<file path="config.mk">
export PLATFORM = sky130hd
export DESIGN_NAME = load_unit_flat
export DESIGN_NICKNAME = d
export VERILOG_FILES = /design/src/rtl/riscv_mem_pkg.sv /design/src/rtl/load_unit_if.sv /design/src/rtl/load_extend.sv /design/src/rtl/load_unit.sv /design/src/flat_wrapper.sv
export SDC_FILE = /design/constraint.sdc
export NUM_CORES = 1
export LEC_CHECK = 0
export BUFFER_PORTS_ARGS = -buffer_cell sky130_fd_sc_hd__buf_2
export CAP_MARGIN = 20
export CELL_PAD_IN_SITES_DETAIL_PLACEMENT = 0
export CELL_PAD_IN_SITES_GLOBAL_PLACEMENT = 1
export CORE_MARGIN = 4
export CORE_UTILIZATION = 38
export CTS_CLUSTER_SIZE = 10
export DETAILED_ROUTE_END_ITERATION = 10
export GPL_TIMING_DRIVEN = 0
export PLACE_DENSITY_LB_ADDON = 0.3
export SETUP_SLACK_MARGIN = 0.05
export SLEW_MARGIN = 20
export SYNTH_ARGS = -nofsm -noshare
export SYNTH_HDL_FRONTEND = slang
export SYNTH_SLANG_ARGS = --single-unit
</file>
<file path="constraint.sdc">
create_clock -name clk -period 2.3 [get_ports clk]
set_input_delay 0.23 -clock clk [delete_from_list [all_inputs] [get_ports clk]]
set_output_delay 0.23 -clock clk [all_outputs]
set_load 0.005 [all_outputs]
</file>
<file path="src/rtl/riscv_mem_pkg.sv">
// Shared memory-stage definitions for the RISC-V core: load op codes, the load
// engine state type and the load decode helpers.
package riscv_mem_pkg;

  // Load op codes carried on read_write
  localparam logic [3:0] LB  = 4'b1000;
  localparam logic [3:0] LH  = 4'b1001;
  localparam logic [3:0] LW  = 4'b1010;
  localparam logic [3:0] LBU = 4'b1100;
  localparam logic [3:0] LHU = 4'b1101;

  typedef enum logic [1:0] {
    LoadIdle = 2'd0,
    LoadReq  = 2'd1,
    LoadResp = 2'd2
  } load_state_e;

  // Shared with the hazard/stall logic so both agree on what counts as a load
  function automatic logic is_load(input logic [3:0] op);
    return (op == LB) || (op == LH) || (op == LW) || (op == LBU) || (op == LHU);
  endfunction

  function automatic logic is_misaligned(input logic [3:0] op, input logic [1:0] off);
    logic mis;
    mis = 1'b0;
    if ((op == LH) || (op == LHU)) mis = off[0];
    else if (op == LW)             mis = (off != 2'b00);
    return mis;
  endfunction

endpackage

</file>
<file path="src/rtl/load_unit_if.sv">
// Bus bundle of the load unit: the EXE-side issue signals, the data-memory
// req/ack handshake and the writeback/status outputs.
//   master : view of the load unit itself
//   slave  : view of its environment (EXE stage, data memory, writeback)
interface load_unit_if;
  logic        valid_in;
  logic [3:0]  read_write;
  logic [31:0] addr;
  logic [4:0]  rd_in;
  logic        mem_req;
  logic [31:0] mem_addr;
  logic        mem_ack;
  logic [31:0] mem_rdata;
  logic        mem_stall;
  logic        load_valid;
  logic [31:0] load_data;
  logic [4:0]  load_rd;
  logic        misalign;
  logic        load_err;

  modport master (
    input  valid_in, read_write, addr, rd_in, mem_ack, mem_rdata,
    output mem_req, mem_addr, mem_stall, load_valid, load_data, load_rd, misalign, load_err
  );

  modport slave (
    output valid_in, read_write, addr, rd_in, mem_ack, mem_rdata,
    input  mem_req, mem_addr, mem_stall, load_valid, load_data, load_rd, misalign, load_err
  );
endinterface

</file>
<file path="src/rtl/load_extend.sv">
// Combinational load data extraction: selects the addressed byte/half from a
// little-endian memory word and sign- or zero-extends it.
//   op       : load op code
//   byte_off : byte address bits [1:0]
//   word     : memory read word
//   data     : extended 32-bit result
module load_extend
  import riscv_mem_pkg::*;
(
  input  logic [3:0]  op,
  input  logic [1:0]  byte_off,
  input  logic [31:0] word,
  output logic [31:0] data
);

  logic [7:0]  sel_byte;
  logic [15:0] sel_half;

  always_comb begin
    sel_byte = word[7:0];
    case (byte_off)
      2'd0:    sel_byte = word[7:0];
      2'd1:    sel_byte = word[15:8];
      2'd2:    sel_byte = word[23:16];
      default: sel_byte = word[31:24];
    endcase
    sel_half = byte_off[1] ? word[31:16] : word[15:0];

    data = word;
    case (op)
      LB:      data = {{24{sel_byte[7]}}, sel_byte};
      LH:      data = {{16{sel_half[15]}}, sel_half};
      LBU:     data = {24'd0, sel_byte};
      LHU:     data = {16'd0, sel_half};
      default: data = word;
    endcase
  end

endmodule

</file>
<file path="src/rtl/load_unit.sv">
// Memory-stage load engine. Accepts a load from EXE, performs a req/ack read
// of data memory, extends the addressed byte/half/word and returns it with its
// destination register. Holds the pipeline (mem_stall) while the load is in
// flight; misaligned loads are dropped with a one-cycle misalign pulse.
//   clk, rst_n : clock and synchronous active-low reset
//   bus        : load_unit_if master (issue, memory handshake, writeback)
// Optional build macro LOAD_TIMEOUT_EN: abort a request after TIMEOUT_CYCLES
// cycles without mem_ack and pulse load_err; otherwise load_err is tied low.
module load_unit
  import riscv_mem_pkg::*;
#(
  parameter int unsigned TIMEOUT_CYCLES = 255
) (
  input  logic        clk,
  input  logic        rst_n,
  load_unit_if.master bus
);

  load_state_e state_q, state_d;
  logic [31:0] addr_q;
  logic [3:0]  op_q;
  logic [4:0]  rd_q;
  logic [31:0] data_q;
  logic [4:0]  load_rd_q;
  logic        misalign_q;

  logic        accept;
  logic        mis;
  logic        accept_ok;
  logic        resp_fire;
  logic        timeout;
  logic [31:0] ext_data;

  assign accept    = (state_q == LoadIdle) && bus.valid_in && is_load(bus.read_write);
  assign mis       = is_misaligned(bus.read_write, bus.addr[1:0]);
  assign accept_ok = accept && !mis;
  assign resp_fire = (state_q == LoadReq) && bus.mem_ack;

  load_extend u_extend (
    .op       (op_q),
    .byte_off (addr_q[1:0]),
    .word     (bus.mem_rdata),
    .data     (ext_data)
  );

  always_comb begin
    state_d = state_q;
    case (state_q)
      LoadIdle: if (accept_ok) state_d = LoadReq;
      // ack beats a simultaneous timeout
      LoadReq: begin
        if (bus.mem_ack)  state_d = LoadResp;
        else if (timeout) state_d = LoadIdle;
      end
      LoadResp: state_d = LoadIdle;
      default:  state_d = LoadIdle;
    endcase
  end

  always_ff @(posedge clk) begin
    if (!rst_n) begin
      state_q    <= LoadIdle;
      addr_q     <= '0;
      op_q       <= '0;
      rd_q       <= '0;
      data_q     <= '0;
      load_rd_q  <= '0;
      misalign_q <= 1'b0;
    end else begin
      state_q    <= state_d;
      misalign_q <= accept && mis;
      if (accept) begin
        addr_q <= bus.addr;
        op_q   <= bus.read_write;
        rd_q   <= bus.rd_in;
      end
      // Result registers only move on completion so they hold between loads
      if (resp_fire) begin
        data_q    <= ext_data;
        load_rd_q <= rd_q;
      end
    end
  end

`ifdef LOAD_TIMEOUT_EN
  localparam int unsigned CntW = $clog2(TIMEOUT_CYCLES + 1);

  logic [CntW-1:0] cnt_q;
  logic            err_q;

  // cnt_q counts completed REQ cycles; the TIMEOUT_CYCLES-th one expires
  assign timeout = (state_q == LoadReq) && (cnt_q == CntW'(TIMEOUT_CYCLES - 1));

  always_ff @(posedge clk) begin
    if (!rst_n) begin
      cnt_q <= '0;
      err_q <= 1'b0;
    end else begin
      err_q <= timeout && !bus.mem_ack;
      if ((state_q == LoadReq) && !bus.mem_ack && !timeout) cnt_q <= cnt_q + 1'b1;
      else                                                 cnt_q <= '0;
    end
  end

  assign bus.load_err = err_q;
`else
  logic unused_timeout_cfg;
  assign unused_timeout_cfg = ^TIMEOUT_CYCLES;
  assign timeout            = 1'b0;
  assign bus.load_err       = 1'b0;
`endif

  assign bus.mem_req    = (state_q == LoadReq);
  assign bus.mem_addr   = {addr_q[31:2], 2'b00};
  assign bus.mem_stall  = accept_ok || (state_q == LoadReq);
  assign bus.load_valid = (state_q == LoadResp);
  assign bus.load_data  = data_q;
  assign bus.load_rd    = load_rd_q;
  assign bus.misalign   = misalign_q;

endmodule

</file>
<file path="src/flat_wrapper.sv">
// flat-port wrapper written by rule: the top's interface ports become plain ports
module load_unit_flat import riscv_mem_pkg::*;
#(
  parameter int unsigned TIMEOUT_CYCLES = 255
)
  (clk, rst_n, bus_valid_in, bus_read_write, bus_addr, bus_rd_in, bus_mem_ack, bus_mem_rdata, bus_mem_req, bus_mem_addr, bus_mem_stall, bus_load_valid, bus_load_data, bus_load_rd, bus_misalign, bus_load_err);
  load_unit_if bus_i ();
  input  logic clk;
  input  logic rst_n;
  input wire logic [$bits(bus_i.valid_in)-1:0] bus_valid_in;
  input wire logic [$bits(bus_i.read_write)-1:0] bus_read_write;
  input wire logic [$bits(bus_i.addr)-1:0] bus_addr;
  input wire logic [$bits(bus_i.rd_in)-1:0] bus_rd_in;
  input wire logic [$bits(bus_i.mem_ack)-1:0] bus_mem_ack;
  input wire logic [$bits(bus_i.mem_rdata)-1:0] bus_mem_rdata;
  output wire logic [$bits(bus_i.mem_req)-1:0] bus_mem_req;
  output wire logic [$bits(bus_i.mem_addr)-1:0] bus_mem_addr;
  output wire logic [$bits(bus_i.mem_stall)-1:0] bus_mem_stall;
  output wire logic [$bits(bus_i.load_valid)-1:0] bus_load_valid;
  output wire logic [$bits(bus_i.load_data)-1:0] bus_load_data;
  output wire logic [$bits(bus_i.load_rd)-1:0] bus_load_rd;
  output wire logic [$bits(bus_i.misalign)-1:0] bus_misalign;
  output wire logic [$bits(bus_i.load_err)-1:0] bus_load_err;
  assign bus_i.valid_in = bus_valid_in;
  assign bus_i.read_write = bus_read_write;
  assign bus_i.addr = bus_addr;
  assign bus_i.rd_in = bus_rd_in;
  assign bus_i.mem_ack = bus_mem_ack;
  assign bus_i.mem_rdata = bus_mem_rdata;
  assign bus_mem_req = bus_i.mem_req;
  assign bus_mem_addr = bus_i.mem_addr;
  assign bus_mem_stall = bus_i.mem_stall;
  assign bus_load_valid = bus_i.load_valid;
  assign bus_load_data = bus_i.load_data;
  assign bus_load_rd = bus_i.load_rd;
  assign bus_misalign = bus_i.misalign;
  assign bus_load_err = bus_i.load_err;
  load_unit #(.TIMEOUT_CYCLES(TIMEOUT_CYCLES)) u_core (.clk(clk), .rst_n(rst_n), .bus(bus_i));
endmodule
</file>
# Word level (Yosys, flattened, before mapping)
# Cells that the tools add are included.
# totals
regBits	81
inputBits	77
out_inout_bits	74
wordCells	46
# classes
n_eq_ne	15
n_mux	8
reduce_logical	16
# op_table
cell	n
case mux 32 bit (4 select lines)	1
equality test 4 bit (second input constant)	9
case mux 8 bit (3 select lines)	1
2-to-1 mux 16 bit	1
logical OR 1 bit	6
logical AND 1 bit	5
equality test 2 x 1 -> 1 bit (second input constant)	2
equality test 2 bit (second input constant)	2
zero test 2 bit	2
2-to-1 mux 2 bit	2
case mux 2 bit (2 select lines)	1
2-to-1 mux 1 bit	2
!= test 2 x 1 -> 1 bit (second input constant)	1
!= test 2 bit (second input constant)	1
AND reduction 2 bit	1
nonzero test 2 bit	1
zero test 1 bit	1

# Depth between registers and ports, before layout
# Gate-level depths: netlist of run 1.
# depth
depth_word	9
depth_mapped	6
depth_no_buf	4

# Modules after synthesis
# Synthesis of run 1 repeated with hierarchy kept, for this count alone.
# hier_totals
cells_unflattened	500
hier_area_um2	4081.4
# modules_own_cells
mod	n_inst	cells_each	area_per_inst_um2
load_unit	1	400	3428.3
load_extend	1	100	653.1

# Least setup slack after synthesis of run 1
# Ideal clock, no wire load.
# synth_timing
path_kind	register to output
start	register u_core.state_q[0]
end	output bus_mem_stall
t_arrival_ns	1.179
path_slack_ns	0.891
stages_incl_launch_ff	6
path_buffers	1
path_cell_list	dfxtp_1 -> nand4bb_1 -> nand2b_1 -> buf_2 -> a21oi_1 -> or2_2
# synth_between
elab_chain_cells	5
elab_cells_between_ends	6
cone_classes	eq/ne: 1; reduce/logical: 5
# synth_rtl
element	line	rtl
start: declaration	load_unit.sv:19	load_state_e state_q, state_d;
start signal: assignment	load_unit.sv:62	state_q <= LoadIdle;
start signal: assignment	load_unit.sv:70	state_q <= state_d;
zero test 2 bit	load_unit.sv:34	assign accept = (state_q == LoadIdle) && bus.valid_in && is_load(bus.read_write);
logical AND 1 bit (2 in a row)	load_unit.sv:34	
logical AND 1 bit	load_unit.sv:36	assign accept_ok = accept && !mis;
logical OR 1 bit *	load_unit.sv:115	assign bus.mem_stall = accept_ok || (state_q == LoadReq);
end: declaration	flat_wrapper.sv:18	output wire logic [$bits(bus_i.mem_stall)-1:0] bus_mem_stall;
# Mark *: on every way between the ends. The rest lies on a longest branch, timed or not.

# Worst setup path in the final report of run 1
# Same ends and word-level chain as after synthesis.

==> reports/results.ini, run 1 <==
[cts]
cts_buffer_depth = 2
htreeDepth = 3
cts_hold_buf = 0
cts_made_buffers = 9
ctsRootBufferMaster = clkbuf_8
clock_sinks = 81
clk_pin_slew_ns = 0.08
post_cts_buffers = 0
clock_latency_ns = 0.35
cts_tree = done
ctsResizeCount = 0

[worst_setup_path]
cp_top_family = simple AND/OR/NAND/NOR gates
crit_path_end_kind = output port
critPathMostFrequentCell = buf_2
path_cells = nand4bb_1 -> nand2b_1 -> buf_2 -> a21oi_1 -> or2_2 -> buf_2
startpoint = u_core.state_q[0]
cp_slowest_stage_delay_ns = 0.37
cp.required_ns = 2.07
worstPathMaxFanout = 10
worstReg2RegStart = u_core.addr_q[1]
worstPathArrival_ns = 1.89
path_class = reg2out
startpoint_type = flop
worst-path-buf-inv = 2
cpMaxStageDelayCell = dfxtp_1

[drt]
route.detailed.drc = 0
vias_per_cell = 4.82
first_pass_iters = 4
wl_per_cell_um = 14.5
drt-total-wl_um = 10900
drt-initial-drc-count = 175
via_count = 3626
ant_nets = 0

[floorplan]
dieArea_um2 = 11800
num_io_pins = 151
die_x_um = 109
fp.coreArea_um2 = 9820
die_h_um = 109
placementRows = 36
initial_core_util_pct = 39.2

[sta]
rsz0062_at_grt = no
fin_worst_skew_ns = 0.00871
tightest_slew_ns = 0.510
relSlewSlack_pct = 65.8
hold_ws_ns = 0.112
fin_crit_sh_pct = 92.4
fin_tns_setup_ns = 0
finalHoldViolCount = 0
period_needed_ns = 2.12
max_freq_mhz = 471
finalMaxSlewViolations = 0
final-setup-viol-count = 0

[finish]
layout-area-overhead-vs-synth_pct = 27.2
n_antenna_cell = 0
area.sequential_um2 = 1620
multiInputGateArea_um2 = 1820
drive_gt1_share_pct = 37.6
fillCellCount = 1049
nets = 693

[synthesis]
synth_most_common_cell = nand2_1
synthTopCellsByArea = dfxtp_1, nand2_1, buf_4, a21boi_0, a21oi_1
synth-async-reset-ratio_pct = 0
synth_edf_count = 0
synth-seq-area-share_pct = 42.1
ys_seq_elements = 81
syn_inst = 457
syn_area_um2 = 3850
ys_warn_count = 0
synth_largest_area_cell = dfxtp_1
ys_types = 41
synthFlopType = dfxtp_1
syn_avg_cell_area_um2 = 8.42
synth_top_area_share_pct = 42.1
synth_common_cells = nand2_1, dfxtp_1, buf_4, a21boi_0, a21oi_1

[power_and_ir_drop]
leakage_nw = 2.30
peakVddDrop_mv = 0.298
powerDensity_nw_per_um2 = 558

[grt]
antenna_found_initial = 1
grt-ovfl-total = 0
grt_usage_pct = 18.2
grt_pass1_wl_um = 16900
grt_max_degree = 12
grt_pass1_vias = 3448

[worst_hold_path]
hp-start = bus_addr[19]
min_path_type = in2reg

[place]
portBuffers = 146
finalWeightedCongestion = 0.831
dp_hpwl_um = 8350

[run_status]
status = complete, no violations

[flow_run]
max_cap_violations = 0

-- metrics by stage --
step / std cells / cell area [um2] / utilization [%] / total power, mW / worst slack, ns
6_report: 752 / 4900 / 49.9 / 2.73 / 0.175
3_5_place_dp: 738 / 4750 / 48.4 / 1.89 / 0.530
3_3_place_gp: 738 / 4750 / 48.4 / 1.89 / 0.574
5_1_grt: 752 / 4900 / 49.9 / 2.86 / 0.0585
2_1_floorplan: 459 / 3860 / - / 1.72 / 0.891
4_1_cts: 752 / 4900 / 49.9 / 2.75 / 0.150
-- area by class of cell --
| type | instances | area share (%) |
|---|---|---|
| flip-flops and latches | 81 | 33.1 |
| plain buffers | 66 | 8.35 |
| well taps | 133 | 3.40 |
| inverters | 2 | 0.153 |
| clock inverters | 1 | 0.102 |
| clock buffers | 13 | 2.84 |
| multi-input cells | 310 | 37.1 |
| repair buffers | 146 | 14.9 |
-- worst paths after layout --
| kind | end | slack [ns] | cells past startpoint |
|---|---|---|---|
| worst max register to register | u_core.bus.load_data[10] | 0.68 | 5 |
| worst max-delay path | bus_mem_stall | 0.18 | 6 |
| worst min register to register | u_core.addr_q[19] | 0.45 | 2 |
| worst min-delay path | u_core.addr_q[19] | 0.11 | 3 |
-- routing by layer --
metal	vias to the layer above	GRT usage, %	share of wire (%)
met5	-	0	0.11
met4	2	5.77	1.3
met3	13	3.49	6.3
met2	107	30.6	47
met1	1668	23.7	46
li1	1836	-	-
-- sequential cells by signal, indices dropped and copies added (netlist names) --
name	flops
u_core.addr_q	32
u_core.bus.load_data	32
u_core.bus.load_rd	5
u_core.bus.misalign	1
u_core.op_q	4
u_core.rd_q	5
u_core.state_q	2
-- placed cells by master, fill, tap and decap left out, types with 2 or more instances in the layout --
cell / instances
o21a_1: 2
buf_6: 2
and3_1: 15
a22oi_1: 2
buf_2: 161
o31ai_1: 7
nor2_1: 2
mux2_2: 7
o21ai_1: 3
or3_1: 8
a21oi_1: 30
nor2b_1: 6
o211ai_1: 9
clkbuf_8: 9
mux2i_4: 2
clkbuf_1: 19
o21ai_0: 25
a21oi_2: 10
a21boi_0: 33
nand2b_1: 4
dfxtp_1: 81
a21boi_1: 9
inv_1: 2
buf_4: 34
nor3b_1: 7
conb_1: 3
nand2_1: 111
-- tightest hold or removal path, cell delays in order --
cell	delay (ns)
buf_2	0.09
nand2_1	0.05
a21boi_1	0.05
-- power by group --
group | switching, mW | internal, mW
registers | 0.0237 | 1.45
clock network | 0.491 | 0.382
logic | 0.199 | 0.188
total | 0.714 | 2.02
-- cell families (layout without fill, tap and decap cells) --
kind of cell | Yosys count | in the layout | share of synthesized area, %
simple gates | 161 | 161 | 19.4
other cells | 1 | 3 | 0.0974
compound gates | 136 | 136 | 24.0
flops | 81 | 81 | 42.1
buf+inv | 68 | 228 | 10.8
mux | 10 | 10 | 3.57
Power figures use the tool's default switching activity.
==> inputs of run 2 (changes only) <==
--- a/config.mk
+++ b/config.mk
@@ -12,3 +12,3 @@
 export CORE_MARGIN = 4
-export CORE_UTILIZATION = 38
+export CORE_UTILIZATION = 31
 export CTS_CLUSTER_SIZE = 10
==> constraint.sdc (replaced) <==
create_clock -name clk -period 1.9 [get_ports clk]
set_input_delay 0.285 -clock clk [delete_from_list [all_inputs] [get_ports clk]]
set_output_delay 0.285 -clock clk [all_outputs]
set_load 0.005 [all_outputs]
==> run 2 against run 1 <==
Register-to-register slack worse by 0.40 ns. Sequential power is 22% higher. Clock power is 98% higher. Highest routed layer unchanged. Critical path type unchanged. Critical endpoint unchanged. Combinational power increased by 27%. Utilization decreased by 7.0 points. Count of clock-buffer cells in the layout is the same. Die area rose by 21%.
==> reports/results.ini, run 2 (synthesis gave the netlist of run 1 again) <==
[sta]
period_needed_ns = 1.70
finalHoldViolCount = 0
relSlewSlack_pct = 62.6
finalMaxSlewViolations = 0
fin_crit_sh_pct = 89.2
setup_ws_ns = 0.204
fin_worst_skew_ns = 0.00503
tightest_slew_ns = 0.558
max_freq_mhz = 590
fin_tns_setup_ns = 0
rsz0062_at_grt = no
final-setup-viol-count = 0

[cts]
clock_sinks = 81
cts_hold_buf = 0
cts_made_buffers = 9
ctsRootBufferMaster = clkbuf_16
htreeDepth = 3
cts_buffer_depth = 2
clk_pin_slew_ns = 0.06
cts_tree = done
clock_latency_ns = 0.33

[grt]
grt_max_degree = 13
grt_pass1_wl_um = 18200
grt-ovfl-total = 0
grt_pass1_vias = 3644
antenna_found_initial = 2
grt_usage_pct = 15.9

[finish]
nets = 696
final_cell_area_um2 = 5170
area.sequential_um2 = 1620
layout_common_cells = buf_2, nand2_1, dfxtp_1
final_common_cell = buf_2
n_antenna_cell = 0
multiInputGateArea_um2 = 1860
drive_gt1_share_pct = 39.2
fillCellCount = 1260
layout-area-overhead-vs-synth_pct = 34.2

[worst_setup_path]
path_class = reg2out
cp.required_ns = 1.62
worstPathArrival_ns = 1.41
timing.rr.end = u_core.addr_q[10]
crit_path_end_kind = output port
reg2reg_slack_ns = 0.28
worstPathMaxFanout = 4
reg2reg_depth = 7
worstReg2RegStart = u_core.state_q[1]
startpoint_type = flop

[floorplan]
die_x_um = 119
num_io_pins = 151
dieArea_um2 = 14300
initial_core_util_pct = 31.9
die_h_um = 119
fp.coreArea_um2 = 12100
placementRows = 40

[power_and_ir_drop]
powerDensity_nw_per_um2 = 775
leakage_nw = 2.39
peakVddDrop_mv = 0.343

[worst_hold_path]
min_path_type = in2reg
hold_depth = 3
hp-start = bus_addr[19]
hold_end = u_core.addr_q[19]

[flow_run]
max_cap_violations = 0

[place]
dpl_cell_area_um2 = 4800
portBuffers = 146
dp_hpwl_um = 8800
dp_slack_ns = 0.0749
finalWeightedCongestion = 0.852

[drt]
vias_per_cell = 4.64
via_count = 3674
first_pass_iters = 4
wl_per_cell_um = 14.6
drt-initial-drc-count = 148
route.detailed.drc = 0
drt-total-wl_um = 11500
ant_nets = 0

[run_status]
status = complete, no violations

==> run 2: cell types whose count changed in the layout (fill, tap and decap cells not counted), sizes merged <==
cell / change
clkinv: -1
clkinvlp: +1
buf: +3
bufinv: +1
==> run 2: report_power, final <==
| part | internal (mW) | switching [mW] | total, mW |
|---|---|---|---|
| Clock | 1.08 | 0.646 | 1.73 |
| Combinational | 0.239 | 0.252 | 0.491 |
| Sequential | 1.76 | 0.0291 | 1.79 |
| Total | 3.08 | 0.927 | 4.01 |
==> run 2: stage by stage <==
| stage | utilization (%) | std cells | total power [mW] | hold WS, ns |
|---|---|---|---|---|
| 4_1_cts | 42.8 | 790 | 4.06 | 0.181 |
| 3_3_place_gp | 39.8 | 773 | 2.29 | 0.444 |
| 3_5_place_dp | 39.8 | 773 | 2.30 | 0.452 |
| 6_report | 42.8 | 791 | 4.01 | 0.192 |
| 2_1_floorplan | - | 459 | 2.08 | 0.419 |
| 5_1_grt | 42.8 | 791 | 4.19 | 0.195 |
==> run 2: worst max path at each step <==
stage,startpoint,end,slack [ns]
after floorplan,u_core.state_q[0],bus_mem_stall,0.44
after global placement,bus_read_write[3],bus_mem_stall,0.07
after detailed placement,bus_read_write[3],bus_mem_stall,0.07
after CTS,u_core.state_q[0],bus_mem_stall,0.07
after global routing,u_core.state_q[1],u_core.addr_q[6],0.11
final,u_core.state_q[1],bus_mem_stall,0.20
==> run 2: routing by layer <==
| layer | up-vias | share of wire (%) | track usage [%] |
|---|---|---|---|
| met4 | 4 | 1.6 | 5.01 |
| li1 | 1847 | - | - |
| met1 | 1677 | 47 | 20.9 |
| met5 | - | 0.12 | 0 |
| met3 | 17 | 7.0 | 5.32 |
| met2 | 129 | 44 | 24.8 |
==> run 2: repair_timing <==
item                       CTS  global route
setup buffers                2             2
gates cloned                 0             0
gates resized for setup      9             2
setup endpoints to repair    1             1
pin swaps                    0             2
==> run 2: worst max-delay path: stages (launching register included) <==
cell	delay (ns)
dfxtp_2	0.33
nand4bb_4	0.23
nand2b_4	0.18
a21oi_4	0.13
or2_4	0.13
buf_6	0.09
==> run 2: layout make-up <==
type | count | share of cell area [%]
plain buffers | 65 | 7.82
clock buffers | 13 | 5.04
clock inverters | 2 | 0.726
inverters | 2 | 0.145
multi-input cells | 310 | 35.9
flip-flops and latches | 81 | 31.4
well taps | 168 | 4.07
repair buffers | 150 | 14.8
